File: config.mk
export PLATFORM = sky130hd
export DESIGN_NAME = reg_op_sequencer
export DESIGN_NICKNAME = d
export VERILOG_FILES = /design/src/rtl/regop_pkg.sv /design/src/rtl/regop_alu.sv /design/src/rtl/reg_op_sequencer.sv
export SDC_FILE = /design/constraint.sdc
export NUM_CORES = 1
export LEC_CHECK = 0
export CAP_MARGIN = 0
export CORE_MARGIN = 2
export CORE_UTILIZATION = 44
export CTS_BUF_LIST = sky130_fd_sc_hd__clkbuf_4 sky130_fd_sc_hd__clkbuf_8
export CTS_CLUSTER_DIAMETER = 120
export DETAILED_ROUTE_END_ITERATION = 10
export GPL_TIMING_DRIVEN = 0
export PLACE_DENSITY = 0.68
export SKIP_LAST_GASP = 1
export SLEW_MARGIN = 20
export SYNTH_ARGS = -nofsm -noshare
export SYNTH_HDL_FRONTEND = slang
export SYNTH_HIERARCHICAL = 1
export SYNTH_SLANG_ARGS = --single-unit
File: constraint.sdc
create_clock -name clk -period 7.3 [get_ports clk]
set_input_delay 1.095 -clock clk [delete_from_list [all_inputs] [get_ports clk]]
set_output_delay 1.095 -clock clk [all_outputs]
set_load 0.03 [all_outputs]
File: src/rtl/regop_pkg.sv
// Shared types and default sizes for the register-operation sequencer.
package regop_pkg;

   localparam int unsigned DATA_W_DEF = 32;
   localparam int unsigned ADDR_W_DEF = 4;

   typedef enum logic [2:0] {
      OP_ADD = 3'd0,
      OP_SUB = 3'd1,
      OP_AND = 3'd2,
      OP_OR  = 3'd3,
      OP_XOR = 3'd4,
      OP_SLT = 3'd5,
      OP_MOV = 3'd6,
      OP_CMP = 3'd7
   } op_e;

   typedef enum logic [2:0] {
      S_IDLE,
      S_READ,
      S_EXEC,
      S_WRITE,
      S_RESP
   } state_e;

   // CMP produces a response only; every other op updates rd.
   function automatic logic op_writes(input op_e op);
      return op != OP_CMP;
   endfunction

endpackage

File: src/rtl/regop_alu.sv
// Combinational ALU: all arithmetic wraps modulo 2^DATA_W, SLT is signed.
module regop_alu
   import regop_pkg::*;
#(
   parameter int unsigned DATA_W = DATA_W_DEF
) (
   input  op_e               op,
   input  logic [DATA_W-1:0] a,
   input  logic [DATA_W-1:0] b,
   output logic [DATA_W-1:0] result
);

   always_comb begin
      result = '0;
      case (op)
         OP_ADD:  result = a + b;
         OP_SUB:  result = a - b;
         OP_AND:  result = a & b;
         OP_OR:   result = a | b;
         OP_XOR:  result = a ^ b;
         OP_SLT:  result = {{(DATA_W-1){1'b0}}, ($signed(a) < $signed(b))};
         OP_MOV:  result = a;
         OP_CMP:  result = a - b;
         default: result = '0;
      endcase
   end

endmodule

File: src/rtl/reg_op_sequencer.sv
// Sequences one register-file command at a time: read operands, execute,
// write back, then hold the response until it is taken.
module reg_op_sequencer
   import regop_pkg::*;
#(
   parameter int unsigned DATA_W = DATA_W_DEF,
   parameter int unsigned ADDR_W = ADDR_W_DEF
) (
   input  logic              clk,
   input  logic              rst_n,
   input  logic              cmd_valid,
   output logic              cmd_ready,
   input  logic [2:0]        cmd_op,
   input  logic [ADDR_W-1:0] cmd_rd,
   input  logic [ADDR_W-1:0] cmd_rs1,
   input  logic [ADDR_W-1:0] cmd_rs2,
   output logic [ADDR_W-1:0] A1,
   output logic [ADDR_W-1:0] A2,
   input  logic [DATA_W-1:0] RD1,
   input  logic [DATA_W-1:0] RD2,
   output logic [ADDR_W-1:0] A3,
   output logic [DATA_W-1:0] WD3,
   output logic              WE,
   output logic              rsp_valid,
   input  logic              rsp_ready,
   output logic [DATA_W-1:0] rsp_data,
   output logic              rsp_zero
);

   state_e            state, state_n;
   op_e               op_q, op_n;
   logic [ADDR_W-1:0] rd_q, rd_n;
   logic [ADDR_W-1:0] a1_n, a2_n, a3_n;
   logic [DATA_W-1:0] wd3_n, rsp_data_n;
   logic              we_n, rsp_zero_n;
   logic              out_of_reset;
   logic              accept;
   logic [DATA_W-1:0] alu_result;

   regop_alu #(.DATA_W(DATA_W)) u_alu (
      .op     (op_q),
      .a      (RD1),
      .b      (RD2),
      .result (alu_result)
   );

   // Ready is held low while reset is asserted, even though state is IDLE.
   assign cmd_ready = out_of_reset && (state == S_IDLE);
   assign accept    = cmd_valid && cmd_ready;
   assign rsp_valid = (state == S_WRITE) || (state == S_RESP);

   always_ff @(posedge clk or negedge rst_n) begin
      if (!rst_n) begin
         state        <= S_IDLE;
         out_of_reset <= 1'b0;
         op_q         <= OP_ADD;
         rd_q         <= '0;
         A1           <= '0;
         A2           <= '0;
         A3           <= '0;
         WD3          <= '0;
         WE           <= 1'b0;
         rsp_data     <= '0;
         rsp_zero     <= 1'b0;
      end else begin
         state        <= state_n;
         out_of_reset <= 1'b1;
         op_q         <= op_n;
         rd_q         <= rd_n;
         A1           <= a1_n;
         A2           <= a2_n;
         A3           <= a3_n;
         WD3          <= wd3_n;
         WE           <= we_n;
         rsp_data     <= rsp_data_n;
         rsp_zero     <= rsp_zero_n;
      end
   end

   always_comb begin
      state_n = state;
      case (state)
         S_IDLE:  if (accept) state_n = S_READ;
         S_READ:  state_n = S_EXEC;
         S_EXEC:  state_n = S_WRITE;
         S_WRITE: state_n = rsp_ready ? S_IDLE : S_RESP;
         S_RESP:  if (rsp_ready) state_n = S_IDLE;
         default: state_n = S_IDLE;
      endcase
   end

   always_comb begin
      op_n       = op_q;
      rd_n       = rd_q;
      a1_n       = A1;
      a2_n       = A2;
      a3_n       = A3;
      wd3_n      = WD3;
      we_n       = 1'b0;
      rsp_data_n = rsp_data;
      rsp_zero_n = rsp_zero;
      case (state)
         S_IDLE: begin
            if (accept) begin
               op_n = op_e'(cmd_op);
               rd_n = cmd_rd;
               a1_n = cmd_rs1;
               a2_n = cmd_rs2;
            end
         end
         S_EXEC: begin
            wd3_n      = alu_result;
            a3_n       = rd_q;
            we_n       = op_writes(op_q);
            rsp_data_n = alu_result;
            rsp_zero_n = (alu_result == '0);
         end
         default: ;
      endcase
   end

endmodule

* Word level (Yosys, flattened, before mapping)
Cells that the tools add are included.
Widths: inputs -> output; s select.
** Storage, ports and cells
- Output and inout port bits :: 80
- Register bits after elaboration :: 57
- Bits of input ports :: 83
** Cells by class
- Equal/unequal tests :: 14
- Bitwise operators :: 3
- Mux-type cells :: 6
- Add/subtract/negate cells :: 2
- $lt $le $gt $ge :: 1
- Reductions and logical operators :: 9
** Operators by type and width (count)
- $pmux 32 s7 :: 1
- $add 32x32->32 :: 1
- $and 32x32->32 :: 1
- $logic_not 32->1 :: 1
- $lt 32x32->1 :: 1
- $or 32x32->32 :: 1
- $sub 32x32->32 :: 1
- $xor 32x32->32 :: 1
- $eq 3x3->1 const B :: 5
- $pmux 3 s5 :: 1
- $eq 3x2->1 const B :: 4
- $mux 3 :: 3
- $eq 3x1->1 const B :: 2
- $logic_not 3->1 :: 2
- $ne 2x2->1 const B :: 2
- $reduce_and 2->1 :: 2
- $ne 3x3->1 const B :: 1
- $logic_and 1x1->1 :: 2
- $reduce_or 2->1 :: 1
- $logic_or 1x1->1 :: 1
- $mux 1 :: 1

* Logic depth before layout (Yosys ltp)
Gate-level depths: netlist (run 1).
- Depth after elaboration :: 5
- Depth in mapped cells :: 15
- Depth with buffers taken out :: 15

* Cells and area by module
The synthesis (run 1) kept the hierarchy.
** By module, submodules not included
- regop_alu :: seq. area each 0.0 um^2, area an instance 5754.3 um^2, instances 1, cells each 884
- reg_op_sequencer :: seq. area each 1426.4 um^2, area an instance 2462.4 um^2, instances 1, cells each 170

* Least setup slack after synthesis (run 1)
No wires, ideal clock.
- Path kind :: in2reg
- Start :: in RD1[0]
- End :: reg rsp_zero
- Stages on the path :: 14
- Path buffers :: 0
- Setup slack :: 3.091 ns
- Arrival time :: 4.114 ns
- Library setup time :: 0.095 ns
- Cells stage by stage :: ha_1 > inv_1 > fa_1 > and2b_1 > o2111ai_2 > a211oi_1 > o311a_1 > nor2_2 > o31ai_1 > mux2_1 > a211o_1 > nor4_1 > nand4_1 > o31ai_1
** Between the ends
- Cells in the longest elaborated chain, start to end :: 3
** Ends and longest elaborated chain
- from (decl) :: line reg_op_sequencer.sv:19 : input logic [DATA_W-1:0] RD1,
- $sub 32x32->32 or $add 32x32->32 (tied branches) :: line regop_alu.sv:17, regop_alu.sv:23, regop_alu.sv:16
- $pmux 32 s7 (*) :: line regop_alu.sv:15 : case (op)
- net alu_result[24] :: line reg_op_sequencer.sv:38 : logic [DATA_W-1:0] alu_result;
- $logic_not 32->1 (*) :: line reg_op_sequencer.sv:116 : rsp_zero_n = (alu_result == '0);
- to (signal assigned) :: line reg_op_sequencer.sv:76 : rsp_zero <= rsp_zero_n;
- to (decl) :: line reg_op_sequencer.sv:27 : output logic rsp_zero
The timed path passes the listed nets; every way through them passes the cells marked *.
A chain may end at the register's enable or synchronous reset.

* Final worst setup path (run 1)
Ends and elaborated chain as after synthesis.

==> metrics.txt, run 1 <==
top_reg_cell synth=dfrtp_1; Vias/cell=around 6.1; Synth Area in XOR/XNOR=1.39%; crit-path cells=clkdlybuf4s50_1, ha_1, inv_1, fa_1, and2b_1, o2111ai_2, a211oi_1, o311a_1, nor2_2, o31ai_1, mux2_1, a211o_1, nor4_1, nand4_1, o31ai_1; DRT antenna net count=0; Yosys reg bits=57; vias in the first global route=just over 8000; Post-synth EDFFs=0; largest family of logic cells by synthesized area=compound AO/OA/AOI/OAI gates; slew of the pin with the lowest slew margin=between 0.9 and 1 ns; Pleak=approximately 4.6 nW; CP top delay family=compound AO/OA/AOI/OAI gates; max-cap check violation count=0; Routability Congestion=roughly 1.0; chip width=141 µm; post-synthesis cell area=8220 µm²; outcome=complete, no violations; core footprint=roughly 18000 µm²; Post-Synth Simple-Gate Area=16.5%; Worst-Skew Late Latency=roughly 0.34 ns; die footprint=between 15000 and 20000 µm²; worst vdd ir=~290 µV; H-tree depth=3; Hold WS=about 0.48 ns; Synth Area in Compound Gates=between 20% and 30%; synthesized area per cell=7.80 µm²; Resize count post-CTS=0; final setup fails=0; min Tclk post-route=5.30 ns; vias=approximately 9000; Slew HR=34.0%; Total GRT Usage=a little under a third; DRC violations left=0; CP Launch Type=primary input; Post-Syn Nets=between 1000 and 1500; adder-cell share of the synthesized area=approximately 15%; crit path DAT=5.55 ns; Final Hold Vio Count=0; crit end category=flip-flop; I/O Pins=roughly 160; most frequent cells in the layout=clkdlybuf4s50_1, inv_1, ha_1; post-synthesis mux area share=a little under an eighth; CP Buf/Inv Count=2; Initial Util=between 40% and 50%; f_max=~190 MHz; dpl hpwl=~24000 µm; Syn Inst Count=roughly 1100; CP max FO=4; Remaining Overflow, GRT=0; nets@finish=around 1400; largest net degree at the start of global routing=58; min-delay worst type=reg2reg; WS Path Type=in2reg; cts-stage hold buffer count=0; clk sinks=between 50 and 60; drt pass-1 iters=6; Final Skew=0.00719 ns; First DRT Iteration DRCs=around 1000; Worst EP required=7.55 ns; CP peak stage delay=approximately 0.52 ns; Port Buf Inserts=around 160; most frequent cell on the critical path=o31ai_1; Die Height=141 µm; pwr/cell area=383 nW/µm²; initial antenna violation count=0; first-pass GRT wire length=approximately 46000 µm; commonest non-fill, non-tap cell in the layout=clkdlybuf4s50_1; Area Overhead vs Synth=26.6%; CTS tree=built; Ys Warns=6; Rows=slightly below 50; maximum root-to-sink buffer count=2; Num CTS Buffers=9; clock slew at reported path FFs=~0.060 ns; Setup TNS=0 ns; unrepaired setup endpoints after global routing=no; Synth cell types=83; period utilisation layout=72.7%; Root Buffer=clkbuf_8; Routed Wire Length=a little over 30000 µm; CP max stage cell=clkdlybuf4s50_1; n_diodes=0; ys async rst share=100%; Max Slew Vio Count=0; sequential share of the synthesized area=between 10% and 20%; routed len/inst=21.1 µm; Post-CTS Setup Bufs=0; layout cells sized above 1=under 10%
[state kept, by name, summed over array words and instances, names as in the netlist]
register,flops
op_q,3
out_of_reset,1
A1,4
rsp_data,32
state,3
A3,4
rsp_zero,1
WE,1
A2,4
rd_q,4
[kinds of logic (layout without fill, tap and decap cells)]
logic type                 count (synthesis)  count (layout)
buffers and inverters                    197             375
DFF                                       57              57
AOI/OAI and AO/OA                        327             327
other                                      1               1
and+or+nand+nor                          275             275
adders and majority gates                 98              98
muxes                                     86              86
xor gates and xnor gates                  13              13
[power by group]
part	switching, mW	total [mW]	internal, mW
Sequential	0.124	0.599	0.475
Clock	0.127	0.406	0.279
Combinational	1.80	2.97	1.17
Total	2.05	3.98	1.93
[tightest hold or removal path, delay by kind of cell (launching register included)]
kind	cells	cell delay, ns
flops	1	0.35
compound gates	1	0.05
simple gates	1	0.05
[per-stage QoR]
| step | cell area, µm² | power, mW | instances | setup slack, ns | util, % |
|---|---|---|---|---|---|
| after global routing | 10400 | 4.17 | 1461 | 1.91 | 57.3 |
| after global placement | 10100 | 3.49 | 1445 | 1.79 | 55.8 |
| final | 10400 | 3.98 | 1461 | 2.00 | 57.3 |
| after CTS | 10400 | 3.94 | 1461 | 2.14 | 57.3 |
| after floorplan | 8220 | 2.41 | 1054 | 3.09 | - |
| after detailed placement | 10100 | 3.52 | 1445 | 1.81 | 55.8 |
[cell type report]
type | instances | area (µm²)
Sequential cell | 57 | 1430
Tap cell | 229 | 287
Inverter | 101 | 379
Multi-Input combinational cell | 800 | 5890
Timing Repair Buffer | 162 | 1620
Buffer | 96 | 526
Fill cell | 1788 | 7750
Clock inverter | 5 | 125
Clock buffer | 11 | 151
[layer usage]
| layer | global-route usage (%) | share of wire [%] |
|---|---|---|
| met5 | 0 | 0 |
| met4 | 11.9 | 4.6 |
| met3 | 4.93 | 9.3 |
| met2 | 48.0 | 45 |
| met1 | 40.6 | 42 |
[synthesized netlist by cell type, types with 10 or more instances]
| library cell | instances | area share [%] |
|---|---|---|
| o31ai_1 | 15 | 1.4 |
| mux2_2 | 14 | 1.9 |
| a21o_1 | 12 | 1.1 |
| nor4_1 | 22 | 1.7 |
| nor2b_1 | 15 | 1.1 |
| mux2i_1 | 29 | 3.5 |
| a21oi_1 | 95 | 5.8 |
| mux2_1 | 36 | 4.9 |
| inv_1 | 99 | 4.5 |
| o21ai_1 | 10 | 0.61 |
| buf_2 | 18 | 1.1 |
| o22ai_1 | 29 | 2.2 |
| nand4_1 | 14 | 1.1 |
| nand2b_1 | 14 | 1.1 |
| clkbuf_1 | 36 | 1.6 |
| o211ai_1 | 12 | 1.1 |
| buf_4 | 34 | 3.1 |
| o21ai_0 | 52 | 3.2 |
| ha_1 | 96 | 15 |
| nor2_1 | 66 | 3.0 |
| nor3_1 | 23 | 1.4 |
| nand2_1 | 75 | 3.4 |
| nand3_1 | 16 | 0.97 |
| xnor2_1 | 11 | 1.2 |
| dfrtp_1 | 57 | 17 |
| a22oi_1 | 10 | 0.91 |
[path summary, 6_finish.rpt]
kind                          start            to  slack [ns]  cells after the start
setup reg to reg            op_q[2]      rsp_zero        3.22                     10
setup / recovery             RD1[0]      rsp_zero        2.00                     15
min in group asynchronous     rst_n         A2[2]        0.80                      1
hold / removal             rsp_zero      rsp_zero        0.48                      2
hold reg to reg            rsp_zero      rsp_zero        0.48                      2
max in group asynchronous     rst_n  rsp_data[27]        6.02                      1
(Power assumes the default switching activity.)
==> run 2: changes to the inputs <==
==> constraint.sdc (replaced) <==
create_clock -name clk -period 5.2 [get_ports clk]
set_input_delay 0.78 -clock clk [delete_from_list [all_inputs] [get_ports clk]]
set_output_delay 0.78 -clock clk [all_outputs]
set_load 0.03 [all_outputs]
==> results of run 2 <==
The final DEF is identical to that of run 1. Status: complete, no violations.
Among the figures that moved: setup slack after placement 1.81 ns -> 0.0205 ns; clock-pin slew on the worst setup and hold paths 0.06 ns -> 0.07 ns; setup slack after layout 2.00 ns -> 0.211 ns; register-to-register setup slack 3.22 ns -> 1.12 ns; total power 3.98 mW -> 5.59 mW; worst IR drop on VDD 289 µV -> 406 µV
==> run 3: changes to the inputs <==
--- a/config.mk
+++ b/config.mk
@@ -6,6 +6,7 @@
 export NUM_CORES = 1
 export LEC_CHECK = 0
 export CAP_MARGIN = 0
+export CORE_ASPECT_RATIO = 2
 export CORE_MARGIN = 2
 export CORE_UTILIZATION = 44
 export CTS_BUF_LIST = sky130_fd_sc_hd__clkbuf_4 sky130_fd_sc_hd__clkbuf_8
==> metrics.txt, run 3 (synthesis results as in run 1) <==
outcome=complete, no violations; clock slew at reported path FFs=~0.080 ns; First DRT Iteration DRCs=between 600 and 700; layout cells sized above 1=under 10%; Root Buffer=clkbuf_8; Rows=70; Final WS setup=roughly 0.21 ns; CTS tree=built; most frequent cells in the layout=clkdlybuf4s50_1, inv_1, ha_1; clk sinks=between 50 and 60; cts-stage hold buffer count=0; I/O Pins=around 160; WS Path Type=in2reg; min Tclk post-route=4.99 ns; CP peak stage delay=between 0.5 and 0.6 ns; max reg flops=32; Initial Util=44.9%; DRC violations left=0; CP Buf/Inv Count=2; Die Height=197 µm; Pleak=4.58 nW; CP top delay family=compound AO/OA/AOI/OAI gates; register area=1430 µm²; Num CTS Buffers=9; DRT antenna net count=0; dpl hpwl=between 20000 and 30000 µm; Worst EP required=approximately 5.4 ns; routed len/inst=23.5 µm; drt pass-1 iters=7; final setup fails=0; nets@finish=approximately 1400; vias=about 9000; Final Core Density=between 50 and 60%; most flop-heavy register=rsp_data; Setup WS pre-CTS=-0.201 ns; first-pass GRT wire length=around 51000 µm; commonest non-fill, non-tap cell in the layout=clkdlybuf4s50_1; unrepaired setup endpoints after global routing=no; pwr/cell area=535 nW/µm²; Final Hold Vio Count=0; core footprint=18300 µm²; crit end category=flip-flop; CP max FO=4; vias in the first global route=9027; chip width=101 µm; Area Overhead vs Synth=25.3%; initial antenna violation count=0; period utilisation layout=96.0%; crit path DAT=between 5 and 6 ns; f_max=between 200 and 250 MHz; fillers=between 1500 and 2000; slew of the pin with the lowest slew margin=~1.0 ns; Resize count post-CTS=0; max-cap check violation count=0; Final Skew=~0.011 ns; H-tree depth=3; CP max stage cell=clkdlybuf4s50_1; Vias/cell=6.21; die footprint=between 15000 and 20000 µm²; Routability Congestion=1.02; most frequent cell on the critical path=o31ai_1; n_diodes=0; crit-path cells=clkdlybuf4s50_1, ha_1, inv_1, fa_1, and2b_1, o2111ai_2, a211oi_2, o311a_1, nor2_2, o31ai_1, mux2_1, a211o_1, nor4_2, nand4_1, o31ai_1; min-delay worst type=in2async; Remaining Overflow, GRT=0; Total GRT Usage=~34%; largest net degree at the start of global routing=58; Port Buf Inserts=roughly 160; Worst-Skew Late Latency=around 0.34 ns; CP Launch Type=primary input; Slew HR=30.9%; Post-CTS Setup Bufs=0; worst vdd ir=~420 µV; Routed Wire Length=about 34000 µm; maximum root-to-sink buffer count=2; Max Slew Vio Count=0; Multi-input gate area=around 5900 µm²
-- run 3: cell types whose count changed in the layout (fill, tap and decap cells not counted) --
cell        delta
bufinv_16      -4
clkinvlp_4     +3
clkbuf_8       -2
inv_6          +2
a211oi_1       -1
a211oi_2       +1
clkinv_4       +1
nor4_1         -1
nor4_2         +1
-- run 3: layout make-up --
class / instances / share of cell area, %
clock inverters: 7 / 0.523
well taps: 216 / 2.63
clock buffers: 9 / 1.20
plain buffers: 96 / 5.10
inverters: 101 / 3.68
multi-input cells: 800 / 57.3
flip-flops and latches: 57 / 13.9
repair buffers: 162 / 15.7
-- run 3: through the flow --
stage                     std cells  TNS, ns  total power, mW  area [µm²]  hold WS, ns
after floorplan                1054        0             3.39        8220        0.450
after global placement         1432   -0.202             5.02       10100        0.470
after detailed placement       1432   -0.201             5.04       10100        0.471
after CTS                      1448        0             5.43       10300        0.486
after global routing           1448        0             5.75       10300        0.507
final                          1448        0             5.51       10300        0.478
-- run 3: worst paths after layout --
check	start	slack, ns	cells past startpoint	to
worst max-delay path	RD1[0]	0.21	15	rsp_zero
worst max register to register	op_q[0]	1.03	9	rsp_zero
max in group asynchronous	rst_n	4.23	1	state[1]
worst min register to register	rsp_zero	0.49	2	rsp_zero
min in group clk	rsp_zero	0.49	2	rsp_zero
worst min-delay path	rst_n	0.48	1	A2[0]
-- run 3: where the power goes --
part	switching, mW	total, mW	internal (mW)
clock	0.196	0.372	0.175
sequential	0.187	0.854	0.666
combinational	2.64	4.29	1.65
total	3.02	5.51	2.49
-- run 3: metal layers --
layer	track usage (%)	vias to the layer above	routed length, µm
met1	32.2	4188	10600
met5	0	-	0
met2	61.1	498	17600
met4	29.4	0	3680
met3	5.38	182	2130
li1	-	4125	-
